[config.mk]
export PLATFORM = sky130hd
export DESIGN_NAME = trap_event_sequencer
export DESIGN_NICKNAME = d
export VERILOG_FILES = /design/src/rtl/trap_event_sequencer.sv
export SDC_FILE = /design/constraint.sdc
export NUM_CORES = 1
export LEC_CHECK = 0
export BUFFER_PORTS_ARGS = -buffer_cell sky130_fd_sc_hd__buf_2
export CAP_MARGIN = 15
export CORE_MARGIN = 5
export CORE_UTILIZATION = 31
export DETAILED_ROUTE_END_ITERATION = 6
export GPL_TIMING_DRIVEN = 0
export PLACE_DENSITY_LB_ADDON = 0.15
export SYNTH_ARGS = -nofsm -noshare
export SYNTH_HDL_FRONTEND = slang
export SYNTH_SLANG_ARGS = --single-unit
[constraint.sdc]
create_clock -name clk -period 2.88 [get_ports clk]
set_clock_uncertainty 0.15 [all_clocks]
set_input_delay 0.576 -clock clk [delete_from_list [all_inputs] [get_ports clk]]
set_output_delay 0.576 -clock clk [all_outputs]
set_load 0.05 [all_outputs]
[src/rtl/trap_event_sequencer.sv]
// Trapezoid event sequencer: threshold trigger, flat-top averaging, holdoff.
// Optional pile-up rejection enabled by defining TRAP_SEQ_PILEUP_REJECT_EN.
module trap_event_sequencer #(
    parameter int DATA_W      = 16,
    parameter int TS_W        = 32,
    parameter int RISE_CYC    = 8,
    parameter int FLAT_CYC    = 4,
    parameter int HOLDOFF_CYC = 32,
    parameter int PILEUP_TOL  = 200
) (
    input  logic                     clk,
    input  logic                     reset,
    input  logic                     en,
    input  logic signed [DATA_W-1:0] threshold,
    input  logic signed [DATA_W-1:0] filt_data,
    output logic                     ev_valid,
    input  logic                     ev_ready,
    output logic signed [DATA_W-1:0] ev_amp,
    output logic [TS_W-1:0]          ev_ts,
    output logic                     busy,
    output logic [15:0]              drop_cnt,
    output logic [15:0]              pileup_cnt
);

    localparam int ACC_W     = DATA_W + 4;
    localparam int LOG2_FLAT = $clog2(FLAT_CYC);
    localparam int CNT_W     = 10;

    localparam logic signed [DATA_W-1:0] MAX_POS =
        {1'b0, {(DATA_W-1){1'b1}}};

    if (RISE_CYC < 1 || RISE_CYC > 255 ||
        FLAT_CYC < 1 || FLAT_CYC > 16 ||
        (FLAT_CYC & (FLAT_CYC - 1)) != 0 ||
        HOLDOFF_CYC < 1 || HOLDOFF_CYC > 1023 ||
        PILEUP_TOL < 0) begin : g_bad_param
        $error("trap_event_sequencer: illegal parameter");
    end

    typedef enum logic [2:0] {
        S_IDLE,
        S_ARMED,
        S_RISE,
        S_SAMPLE,
        S_HOLD
    } state_t;

    state_t                    state, state_n;
    logic [CNT_W-1:0]          cnt, cnt_n;
    logic signed [ACC_W-1:0]   acc, acc_n, sum;
    logic [TS_W-1:0]           ts_cnt, ts_latch;
    logic signed [DATA_W-1:0]  prev_sample;
    logic                      crossing, slot_free, reject;
    logic                      latch, emit, drop, rej_ev;

    assign crossing  = (filt_data > threshold) &&
                       (prev_sample <= threshold);
    assign sum       = acc + ACC_W'(filt_data);
    assign slot_free = !ev_valid || ev_ready;
    assign busy      = (state == S_RISE) || (state == S_SAMPLE) ||
                       (state == S_HOLD);

`ifdef TRAP_SEQ_PILEUP_REJECT_EN
    localparam logic signed [DATA_W-1:0] MIN_NEG =
        {1'b1, {(DATA_W-1){1'b0}}};

    logic signed [DATA_W-1:0] mn, mx, mn_n, mx_n;
    logic signed [DATA_W:0]   spread;

    assign mn_n   = (filt_data < mn) ? filt_data : mn;
    assign mx_n   = (filt_data > mx) ? filt_data : mx;
    assign spread = (DATA_W+1)'(mx_n) - (DATA_W+1)'(mn_n);
    assign reject = spread > (DATA_W+1)'(PILEUP_TOL);

    // Extremes restart every time the flat-top window opens.
    always_ff @(posedge clk) begin
        if (!reset) begin
            mn         <= MAX_POS;
            mx         <= MIN_NEG;
            pileup_cnt <= '0;
        end else begin
            if (state != S_SAMPLE) begin
                mn <= MAX_POS;
                mx <= MIN_NEG;
            end else begin
                mn <= mn_n;
                mx <= mx_n;
            end
            if (rej_ev && pileup_cnt != 16'hffff)
                pileup_cnt <= pileup_cnt + 16'd1;
        end
    end
`else
    assign reject     = 1'b0;
    assign pileup_cnt = '0;
`endif

    always_comb begin
        state_n = state;
        cnt_n   = cnt;
        acc_n   = acc;
        latch   = 1'b0;
        emit    = 1'b0;
        drop    = 1'b0;
        rej_ev  = 1'b0;
        if (!en) begin
            state_n = S_IDLE;
        end else begin
            unique case (state)
                S_IDLE: state_n = S_ARMED;
                S_ARMED: begin
                    if (crossing) begin
                        state_n = S_RISE;
                        latch   = 1'b1;
                        cnt_n   = CNT_W'(RISE_CYC - 1);
                    end
                end
                S_RISE: begin
                    if (cnt == '0) begin
                        state_n = S_SAMPLE;
                        acc_n   = '0;
                        cnt_n   = CNT_W'(FLAT_CYC - 1);
                    end else begin
                        cnt_n = cnt - CNT_W'(1);
                    end
                end
                S_SAMPLE: begin
                    acc_n = sum;
                    if (cnt == '0) begin
                        state_n = S_HOLD;
                        cnt_n   = CNT_W'(HOLDOFF_CYC - 1);
                        if (reject)
                            rej_ev = 1'b1;
                        else if (slot_free)
                            emit = 1'b1;
                        else
                            drop = 1'b1;
                    end else begin
                        cnt_n = cnt - CNT_W'(1);
                    end
                end
                S_HOLD: begin
                    if (cnt == '0)
                        state_n = S_ARMED;
                    else
                        cnt_n = cnt - CNT_W'(1);
                end
                default: state_n = S_IDLE;
            endcase
        end
    end

    always_ff @(posedge clk) begin
        if (!reset) begin
            state       <= S_IDLE;
            cnt         <= '0;
            acc         <= '0;
            ts_cnt      <= '0;
            ts_latch    <= '0;
            prev_sample <= MAX_POS;
            ev_valid    <= 1'b0;
            ev_amp      <= '0;
            ev_ts       <= '0;
            drop_cnt    <= '0;
        end else begin
            state       <= state_n;
            cnt         <= cnt_n;
            acc         <= acc_n;
            ts_cnt      <= ts_cnt + TS_W'(1);
            prev_sample <= filt_data;
            if (latch)
                ts_latch <= ts_cnt;
            // A freshly loaded record takes priority over the handshake clear.
            if (emit) begin
                ev_valid <= 1'b1;
                ev_amp   <= DATA_W'(sum >>> LOG2_FLAT);
                ev_ts    <= ts_latch;
            end else if (ev_valid && ev_ready) begin
                ev_valid <= 1'b0;
            end
            if (drop && drop_cnt != 16'hffff)
                drop_cnt <= drop_cnt + 16'd1;
        end
    end

endmodule

==> results.yml, run 1 <==
worst_setup_path:
  crit_chain: "ha_4, a2111o_1, o211ai_1, a31oi_2, a221oi_2, xor2_1, mux2_2, a21oi_1"
  crit_slowest_cell: "a2111o_1"
  crit_type: "flop to flop"
  crit_arrival_ns: 2.99
  crit_buf_inv: 0
  cp_max_fo: 4
  critical-path-top-delay-family: "compound AO/OA/AOI/OAI gates"
  critPathCaptureType: "flop"
  start_kind: "flop"
  max_stage_delay_ns: 0.46
  critical_path_required_ns: 3.07
placed_design:
  place_inst: 1419
  pre_cts_ws_ns: -0.531
  port_buffers: 100
  gp_congestion: 0.810
  postPlaceCellArea_sq_mm: 0.00931
  dp_hpwl_mm: 16.3
timing:
  max_slew_margin_pct: 51.8
  hold_viol: 0
  min_period_ns: 2.80
  whs_ns: 0.234
  setup_viol: 0
  max_freq_ghz: 0.358
  timing.final.ws_setup_ns: 0.0846
  rsz0062_at_grt: "true"
  tightest_slew_ns: 0.723
  maxSlewViolCount: 0
  period_share_pct: 97.1
logic_synthesis:
  synth_edf_count: 0
  avgSynthCellArea_sq_um: 8.64
  yosys_warnings: 0
  synth_ff_type: "dfxtp_1"
  async_flop_share_pct: 0
  ys_ff_latch: 176
  yosysSeqAreaShare_pct: 42.4
  synthDistinctLibCells: 58
  synthCells: 963
  synth_area_sq_mm: 0.00832
routing:
  drtPass1Iterations: 4
  via_per_inst: 4.78
  ant_nets: 0
  wire_per_inst_microns: 15.0
  route.vias.total: 7026
  drtIter0Drc: 305
  route.detailed.drc: 0
  wl_mm: 22.1
pwr:
  vdd_ir_drop_max_mv: 0.303
  power.density_mw_per_mm2: 523
  p_leak_uw: 0.00450
clock_network:
  cts_tree: "yes"
  clk_path_buf_depth: 2
  clkSinkCount: 176
  hold_buffers: 0
  cts_buffers: 17
  clockRootBuffer: "clkbuf_16"
  insertion_delay_ns: 0.43
  path_clk_slew_ns: 0.07
  cts-htree-levels: 4
layout:
  mostFrequentLayoutCells: "dfxtp_1, nand2_1, nor2_1, buf_2, a21oi_1"
  diodes: 0
  area_delta_synth_final_pct: 22.5
  nets: 1205
  fin_util_pct: 38.2
  design_area_sq_mm: 0.0102
  drive_above_1_share_pct: 18.8
  fin_cells: 1470
  mostFrequentLayoutCell: "dfxtp_1"
floorplanning:
  ios: 118
  die_y_microns: 174
  die_area_sq_mm: 0.0302
  num_rows: 60
  start_util_pct: 31.2
  core-area_sq_mm: 0.0267
  die_w_microns: 174
global_routing:
  grt_max_degree: 17
  track_usage_pct: 14.4
  antenna_found_initial: 0
  overflow: 0
  grt_pass1_vias: 6713
  grt_pass1_wl_mm: 35.7
run:
  maxCapViolations: 0
min_path:
  min_path_type: "primary input to flop"
status:
  outcome: "complete, no violations"
## cell usage after synthesis (all sizes together), types with 4 or more instances
library cell / count / area share (%)
nor2b: 9 / 0.68
and2: 5 / 0.38
buf: 23 / 1.9
a21o: 10 / 0.90
a21oi: 82 / 4.9
dfxtp: 176 / 42
o31ai: 4 / 0.36
o211ai: 8 / 0.72
clkbuf: 40 / 1.8
nand2: 133 / 6.0
nand2b: 24 / 1.8
and3: 21 / 1.6
o21a: 6 / 0.54
nand3: 22 / 1.3
nand4: 21 / 1.6
ha: 52 / 7.8
or2: 4 / 0.30
a211oi: 5 / 0.45
xor2: 38 / 4.0
inv: 28 / 1.3
nor2: 106 / 4.8
xnor2: 14 / 1.5
nor3: 7 / 0.42
o21ai: 19 / 1.1
mux2i: 36 / 4.3
a31oi: 5 / 0.38
a22oi: 12 / 1.1
or3: 12 / 0.90
## stage by stage
| stage | setup TNS [ns] | total power [uW] |
|---|---|---|
| after global placement | -40.26 | 3020 |
| final | 0 | 5330 |
| after global routing | -0.448 | 5570 |
| after floorplan | -0.823 | 2880 |
| after detailed placement | -40.29 | 3020 |
| after CTS | 0 | 5360 |
## kinds of logic (layout without fill, tap and decap cells)
group / count (synthesis) / count (layout) / share of synthesized area [%]
other: 1 / 16 / 0.0451
adders and majority gates: 53 / 53 / 8.06
DFF: 176 / 176 / 42.4
muxes: 38 / 38 / 4.60
and+or+nand+nor: 375 / 375 / 21.0
buffers and inverters: 91 / 242 / 5.01
xor gates and xnor gates: 52 / 52 / 5.48
AOI/OAI and AO/OA: 177 / 177 / 13.5
## report_power, final
part	total (uW)	internal, uW	switching [uW]	leakage [uW]
sequential	2470	2460	12.7	0.00142
combinational	566	225	341	0.00281
clock	2290	1250	1040	0.000275
total	5330	3940	1390	0.00450
## repair_timing
item	4_1_cts	5_1_grt
setup endpoints to repair	115	109
cloned	1	0
gates resized for setup	10	34
pin swaps	6	14
buffers inserted	10	8
## per-layer routing
| metal | share of wire [%] | vias up | track usage [%] | wire [microns] |
|---|---|---|---|---|
| li1 | - | 3609 | - | - |
| met1 | 49 | 3271 | 19.6 | 10900 |
| met3 | 4.5 | 12 | 3.40 | 996 |
| met4 | 0.93 | 0 | 3.30 | 206 |
| met2 | 45 | 134 | 23.4 | 10100 |
| met5 | 0 | - | 0 | 0 |
## worst paths after layout
path,start,endpoint,slack [ns],cells after the start
max,acc[6],acc[17],0.08,8
min,filt_data[7],prev_sample[7],0.23,2
min reg2reg,cnt[0],cnt[0],0.29,1
max reg2reg,acc[6],acc[17],0.08,8
## final cells by class
cell class | instances | area, sq um
Fill cell | 2771 | 16500
Multi-Input combinational cell | 711 | 4540
Sequential cell | 176 | 3530
Timing Repair Buffer | 119 | 653
Clock buffer | 19 | 453
Tap cell | 341 | 427
Buffer | 63 | 358
Clock inverter | 13 | 125
Inverter | 28 | 105
## sequential cells by signal, indices dropped and copies added, names as in the netlist
signal / cells
acc: 18
cnt: 10
drop_cnt: 16
ev_amp: 16
ev_ts: 32
ev_valid: 1
prev_sample: 16
state: 3
ts_cnt: 32
ts_latch: 32
Power figures use the tool's default switching activity.
==> run 2, diff against run 1 <==
--- a/config.mk
+++ b/config.mk
@@ -12,6 +12,8 @@
 export DETAILED_ROUTE_END_ITERATION = 6
 export GPL_TIMING_DRIVEN = 0
 export PLACE_DENSITY_LB_ADDON = 0.15
+export REMOVE_ABC_BUFFERS = 1
+export SETUP_SLACK_MARGIN = 0.1
 export SYNTH_ARGS = -nofsm -noshare
 export SYNTH_HDL_FRONTEND = slang
 export SYNTH_SLANG_ARGS = --single-unit
==> run 2 against run 1 <==
  * Combinational power is essentially flat
  * Clock power rose by 3%
  * Die area stayed put
  * Via count shrank 2.4%
  * Routed wire length down 2.0%
  * Non-clock buffer count is 34 lower
  * Sequential cell count unchanged
==> results.yml, run 2 (synthesized netlist as in run 1, its figures left out) <==
status:
  outcome: "complete, no violations"
timing:
  whs_ns: 0.210
  timing.final.ws_setup_ns: 0.111
  rsz0062_at_grt: "true"
  min_period_ns: 2.77
  hold_viol: 0
  max_slew_margin_pct: 44.7
  period_share_pct: 96.1
  maxSlewViolCount: 0
  setup_viol: 0
  max_freq_ghz: 0.361
  tightest_slew_ns: 0.829
placed_design:
  port_buffers: 101
  gp_congestion: 0.795
  pre_cts_ws_ns: -0.650
  dp_hpwl_mm: 14.5
layout:
  seq_area_sq_mm: 0.00353
  multi_input_area_sq_mm: 0.00465
  mostFrequentLayoutCell: "dfxtp_1"
  area_delta_synth_final_pct: 24.6
  diodes: 0
  drive_above_1_share_pct: 21.3
  mostFrequentLayoutCells: "dfxtp_1, nand2_1, nor2_1, buf_2, a21oi_1"
  nets: 1171
  largestRegisters: "ev_ts x32, ts_cnt x32, ts_latch x32"
  n_fill_cell: 2741
global_routing:
  track_usage_pct: 13.7
  grt_max_degree: 112
  overflow: 0
  grt_pass1_vias: 6636
  grt_pass1_wl_mm: 34.4
  antenna_found_initial: 0
worst_setup_path:
  crit_slowest_cell: "or3_1"
  crit_chain: "buf_2, inv_1, ha_1, and4_4, nand3_2, or3_1, o211ai_1, nand2_1, nand4_1, buf_8, clkbuf_16, mux2i_1, nor2_1"
  critical_path_required_ns: 3.03
  start_kind: "primary input"
  critical-path-top-delay-family: "simple AND/OR/NAND/NOR gates"
  crit_type: "primary input to flop"
  crit_buf_inv: 4
  critPathCaptureType: "flop"
  crit_arrival_ns: 2.92
  max_stage_delay_ns: 0.38
  cp_max_fo: 7
clock_network:
  clk_path_buf_depth: 2
  clockRootBuffer: "clkbuf_16"
  cts_buffers: 17
  insertion_delay_ns: 0.44
  hold_buffers: 0
  clkSinkCount: 176
  cts-htree-levels: 4
  path_clk_slew_ns: 0.08
  cts_tree: "yes"
routing:
  via_per_inst: 4.78
  wl_mm: 21.7
  route.vias.total: 6858
  drtPass1Iterations: 4
  drtIter0Drc: 358
  route.detailed.drc: 0
  wire_per_inst_microns: 15.1
  ant_nets: 0
floorplanning:
  core-area_sq_mm: 0.0267
  num_rows: 60
  die_w_microns: 174
  ios: 118
  die_y_microns: 174
  die_area_sq_mm: 0.0302
  start_util_pct: 31.2
pwr:
  p_clk_share_pct: 43.8
  p_sw_uw: 1530
  p_int_uw: 3870
  power.share.switching_pct: 28.4
  pwr-share-seq_pct: 45.8
  p_leak_uw: 0.00453
  power.density_mw_per_mm2: 521
  vdd_ir_drop_max_mv: 0.286
  p_comb_share_pct: 10.4
min_path:
  min_path_type: "primary input to flop"
run:
  maxCapViolations: 0
run 2: worst register-to-register path, delay by kind of cell (launching register included):
kind | cells | cell delay, ns
DFF | 1 | 0.34
buffers and inverters | 2 | 0.37
adders and majority gates | 1 | 0.26
muxes | 2 | 0.53
AOI/OAI and AO/OA | 2 | 0.54
and+or+nand+nor | 4 | 0.44
run 2: layout make-up:
cell class / count / area share (%)
Multi-Input combinational cell: 711 / 44.8
Clock inverter: 15 / 1.76
Sequential cell: 176 / 34.1
Timing Repair Buffer: 148 / 10.1
Clock buffer: 17 / 4.10
Inverter: 28 / 1.06
Tap cell: 341 / 4.12
run 2: path summary, 6_finish.rpt:
path	end	slack, ns	start	cells after the start
worst min register to register	ev_amp[0]	0.30	ev_amp[0]	2
worst min-delay path	prev_sample[0]	0.21	filt_data[0]	3
worst max register to register	ts_latch[19]	0.12	prev_sample[1]	11
worst max-delay path	ts_latch[19]	0.11	threshold[15]	13
run 2: layer usage:
| metal | track usage [%] | share of wire [%] | vias up |
|---|---|---|---|
| li1 | - | - | 3535 |
| met1 | 18.9 | 49 | 3223 |
| met2 | 21.7 | 46 | 86 |
| met3 | 2.79 | 3.5 | 14 |
| met4 | 3.96 | 1.1 | 0 |
| met5 | 0 | 0 | - |
run 2: timing repair:
item,CTS,global route
pin swaps,11,19
resized for setup,24,33
endpoints found under the setup margin,117,102
cloned,1,3
setup buffers,21,14
run 2: power groups by stage:
stage,clock (uW),sequential [uW],combinational (uW)
2_1_floorplan,0,2530,315
3_3_place_gp,0,2530,448
3_5_place_dp,0,2530,457
4_1_cts,2470,2470,527
5_1_grt,2560,2480,621
6_report,2370,2470,563
run 2: metrics by stage:
step	power [uW]	utilization, %	instances	TNS (ns)	cell area (sq um)
final	5400	38.9	1436	0	10400
after floorplan	2840	-	915	-42.81	8060
after global placement	2980	33.7	1357	-210.37	8990
after CTS	5470	37.8	1419	0	10100
after global routing	5660	38.9	1436	-0.640	10400
after detailed placement	2990	34.3	1365	-43.82	9140
==> run 3, diff against run 2 <==
--- a/config.mk
+++ b/config.mk
@@ -7,6 +7,7 @@
 export LEC_CHECK = 0
 export BUFFER_PORTS_ARGS = -buffer_cell sky130_fd_sc_hd__buf_2
 export CAP_MARGIN = 15
+export CORE_ASPECT_RATIO = 1.75
 export CORE_MARGIN = 5
 export CORE_UTILIZATION = 31
 export DETAILED_ROUTE_END_ITERATION = 6
==> run 3 against run 2 <==
  * Cell count barely moved
  * Core utilization rose by 1.8 points
  * Clock power rose by 3%
  * Register-to-register slack got worse by 0.099 ns
  * Non-clock buffer count rose by 15
  * Global-route usage rose by 1.4 points
  * Sequential power barely moved
  * Fmax fell by 3.1%
  * Die area rose by 0.42%
  * Combinational power rose by 13%
  * Routed wire length rose by 8.8%
  * Sequential cell count did not move
  * Critical endpoint is now drop_cnt[10]
==> results.yml, run 3 (synthesized netlist as in run 1, its figures left out) <==
timing:
  setup-tns-final_ns: 0
  hold_viol: 0
  max_freq_ghz: 0.350
  min_period_ns: 2.86
  maxSlewViolCount: 0
  period_share_pct: 99.3
  setup_viol: 0
  max_slew_margin_pct: 47.5
  tightest_slew_ns: 0.788
  rsz0062_at_grt: "true"
worst_setup_path:
  path_depth: 14
  crit_type: "flop to flop"
  start_kind: "flop"
  r2r_start: "cnt[1]"
  critical-path-top-delay-family: "simple AND/OR/NAND/NOR gates"
  max_stage_delay_ns: 0.54
  crit_buf_inv: 5
  cp_max_fo: 8
  crit_chain: "inv_2, ha_4, nand2b_4, or4_4, nor4_4, buf_4, buf_6, nand2_4, a311oi_4, buf_4, buf_12, nand4_1, xor2_1, nor2_1"
  crit_slowest_cell: "or4_4"
  worstReg2RegEnd: "drop_cnt[10]"
  cpMostUsedCell: "buf_4"
  critical_path_required_ns: 3.05
  critPathCaptureType: "flop"
  r2r_slack_ns: 0.02
  crit_arrival_ns: 3.03
  rr_worst_depth: 14
global_routing:
  grt_max_degree: 100
  overflow: 0
  antenna_found_initial: 0
  track_usage_pct: 15.1
  grt_pass1_wl_mm: 35.9
  grt_pass1_vias: 7035
layout:
  fin_util_pct: 40.7
  diodes: 0
  area_delta_synth_final_pct: 30.2
  fin_cells: 1435
  largestRegisters: "ev_ts x32, ts_cnt x32, ts_latch x32"
  mostFrequentLayoutCell: "dfxtp_1"
  drive_above_1_share_pct: 24.8
  nets: 1187
  mostFrequentLayoutCells: "dfxtp_1, nand2_1, nor2_1, buf_2, a21oi_1"
floorplanning:
  die_w_microns: 134
  die_area_sq_mm: 0.0303
  ios: 118
  core-area_sq_mm: 0.0266
  num_rows: 79
  start_util_pct: 31.3
  die_y_microns: 227
min_path:
  worstHoldPathCells: 3
  min_to: "prev_sample[0]"
  min_path_type: "primary input to flop"
  hp-start: "filt_data[0]"
run:
  maxCapViolations: 0
pwr:
  p_clk_share_pct: 44.0
  p_sw_uw: 1410
  pwr-share-seq_pct: 44.6
  power.density_mw_per_mm2: 513
  power_uw: 5550
  p_int_uw: 4150
  p_leak_uw: 0.00479
  p_comb_share_pct: 11.4
  vdd_ir_drop_max_mv: 0.329
  power.share.switching_pct: 25.3
status:
  outcome: "complete, no violations"
clock_network:
  cts-htree-levels: 4
  clockRootBuffer: "clkbuf_16"
  clkSinkCount: 176
  path_clk_slew_ns: 0.07
  cts_tree: "yes"
  cts_buffers: 17
  clk_path_buf_depth: 2
  hold_buffers: 0
  insertion_delay_ns: 0.44
routing:
  wl_met2_mm: 13.1
  ant_nets: 0
  via_per_inst: 4.90
  drtIter0Drc: 281
  m1WireLength_mm: 9.31
  top_layer_used: "met4"
  wire_per_inst_microns: 16.4
  route.vias.total: 7035
  wl_met3_microns: 623
  route.detailed.drc: 0
  drtPass1Iterations: 4
  wl_mm: 23.6
placed_design:
  port_buffers: 101
  dp_hpwl_mm: 15.1
  place_inst: 1347
  gp_congestion: 0.785
[run 3: changes by cell type in the layout (fill, tap and decap cells not counted), moves of 4 or more]
cell      before  now
nand2_1      131  119
a21oi_1       78   68
a21oi_2        4   14
buf_6          3   13
nand2_4        1    8
clkinv_8       5    0
nand2_2        1    6
buf_16         1    5
[run 3: worst register-to-register path, cell delays in order, from the launching register on]
cell      delay (ns)
dfxtp_2         0.32
inv_2           0.07
ha_4            0.15
nand2b_4        0.05
or4_4           0.54
nor4_4          0.22
buf_4           0.18
buf_6           0.11
nand2_4         0.06
a311oi_4        0.26
buf_4           0.18
buf_12          0.11
nand4_1         0.11
xor2_1          0.18
nor2_1          0.05
[run 3: stage by stage]
step                cell area [sq um]  setup WS (ns)  hold WS (ns)
floorplan                        8060          -1.10         0.276
global placement                 8970          -2.45         0.287
detailed placement               9110         -0.823         0.291
CTS                             10300        -0.0538         0.176
global route                    10800        -0.0930         0.197
finish                          10800         0.0210         0.205
[run 3: worst max-delay path by stage]
stage                  startpoint            to  slack, ns
floorplan           threshold[15]   ts_latch[0]      -1.10
global placement    threshold[15]  ts_latch[14]      -2.45
CTS                        cnt[1]   drop_cnt[4]      -0.05
global route               cnt[1]  drop_cnt[10]      -0.09
finish                     cnt[1]  drop_cnt[10]       0.02
detailed placement  filt_data[15]  ts_latch[20]      -0.82
[run 3: what timing repair did]
action                                  CTS  global route
pin swaps                                20            51
gates resized for setup                  54            50
gates cloned                              4             8
endpoints found under the setup margin  122           104
buffers inserted                         36             9
endpoints found under the hold margin     0             0
[run 3: routing by layer]
| metal | global-route usage (%) | vias up |
|---|---|---|
| li1 | - | 3559 |
| met1 | 15.8 | 3345 |
| met2 | 28.7 | 100 |
| met3 | 2.71 | 31 |
| met4 | 7.04 | 0 |
| met5 | 0 | - |
[run 3: final cells by class]
cell class	instances	area, sq um
clock buffers	20	457
multi-input cells	712	4840
clock inverters	12	158
repair buffers	163	1330
inverters	28	110
fillers	2714	15800
flip-flops and latches	176	3530
well taps	324	405
[run 3: power by group through the flow]
stage | clock network (uW) | registers [uW] | logic, uW
2_1_floorplan | 0 | 2530 | 315
3_3_place_gp | 0 | 2530 | 455
3_5_place_dp | 0 | 2530 | 467
4_1_cts | 2530 | 2470 | 589
5_1_grt | 2610 | 2480 | 693
6_report | 2440 | 2480 | 635
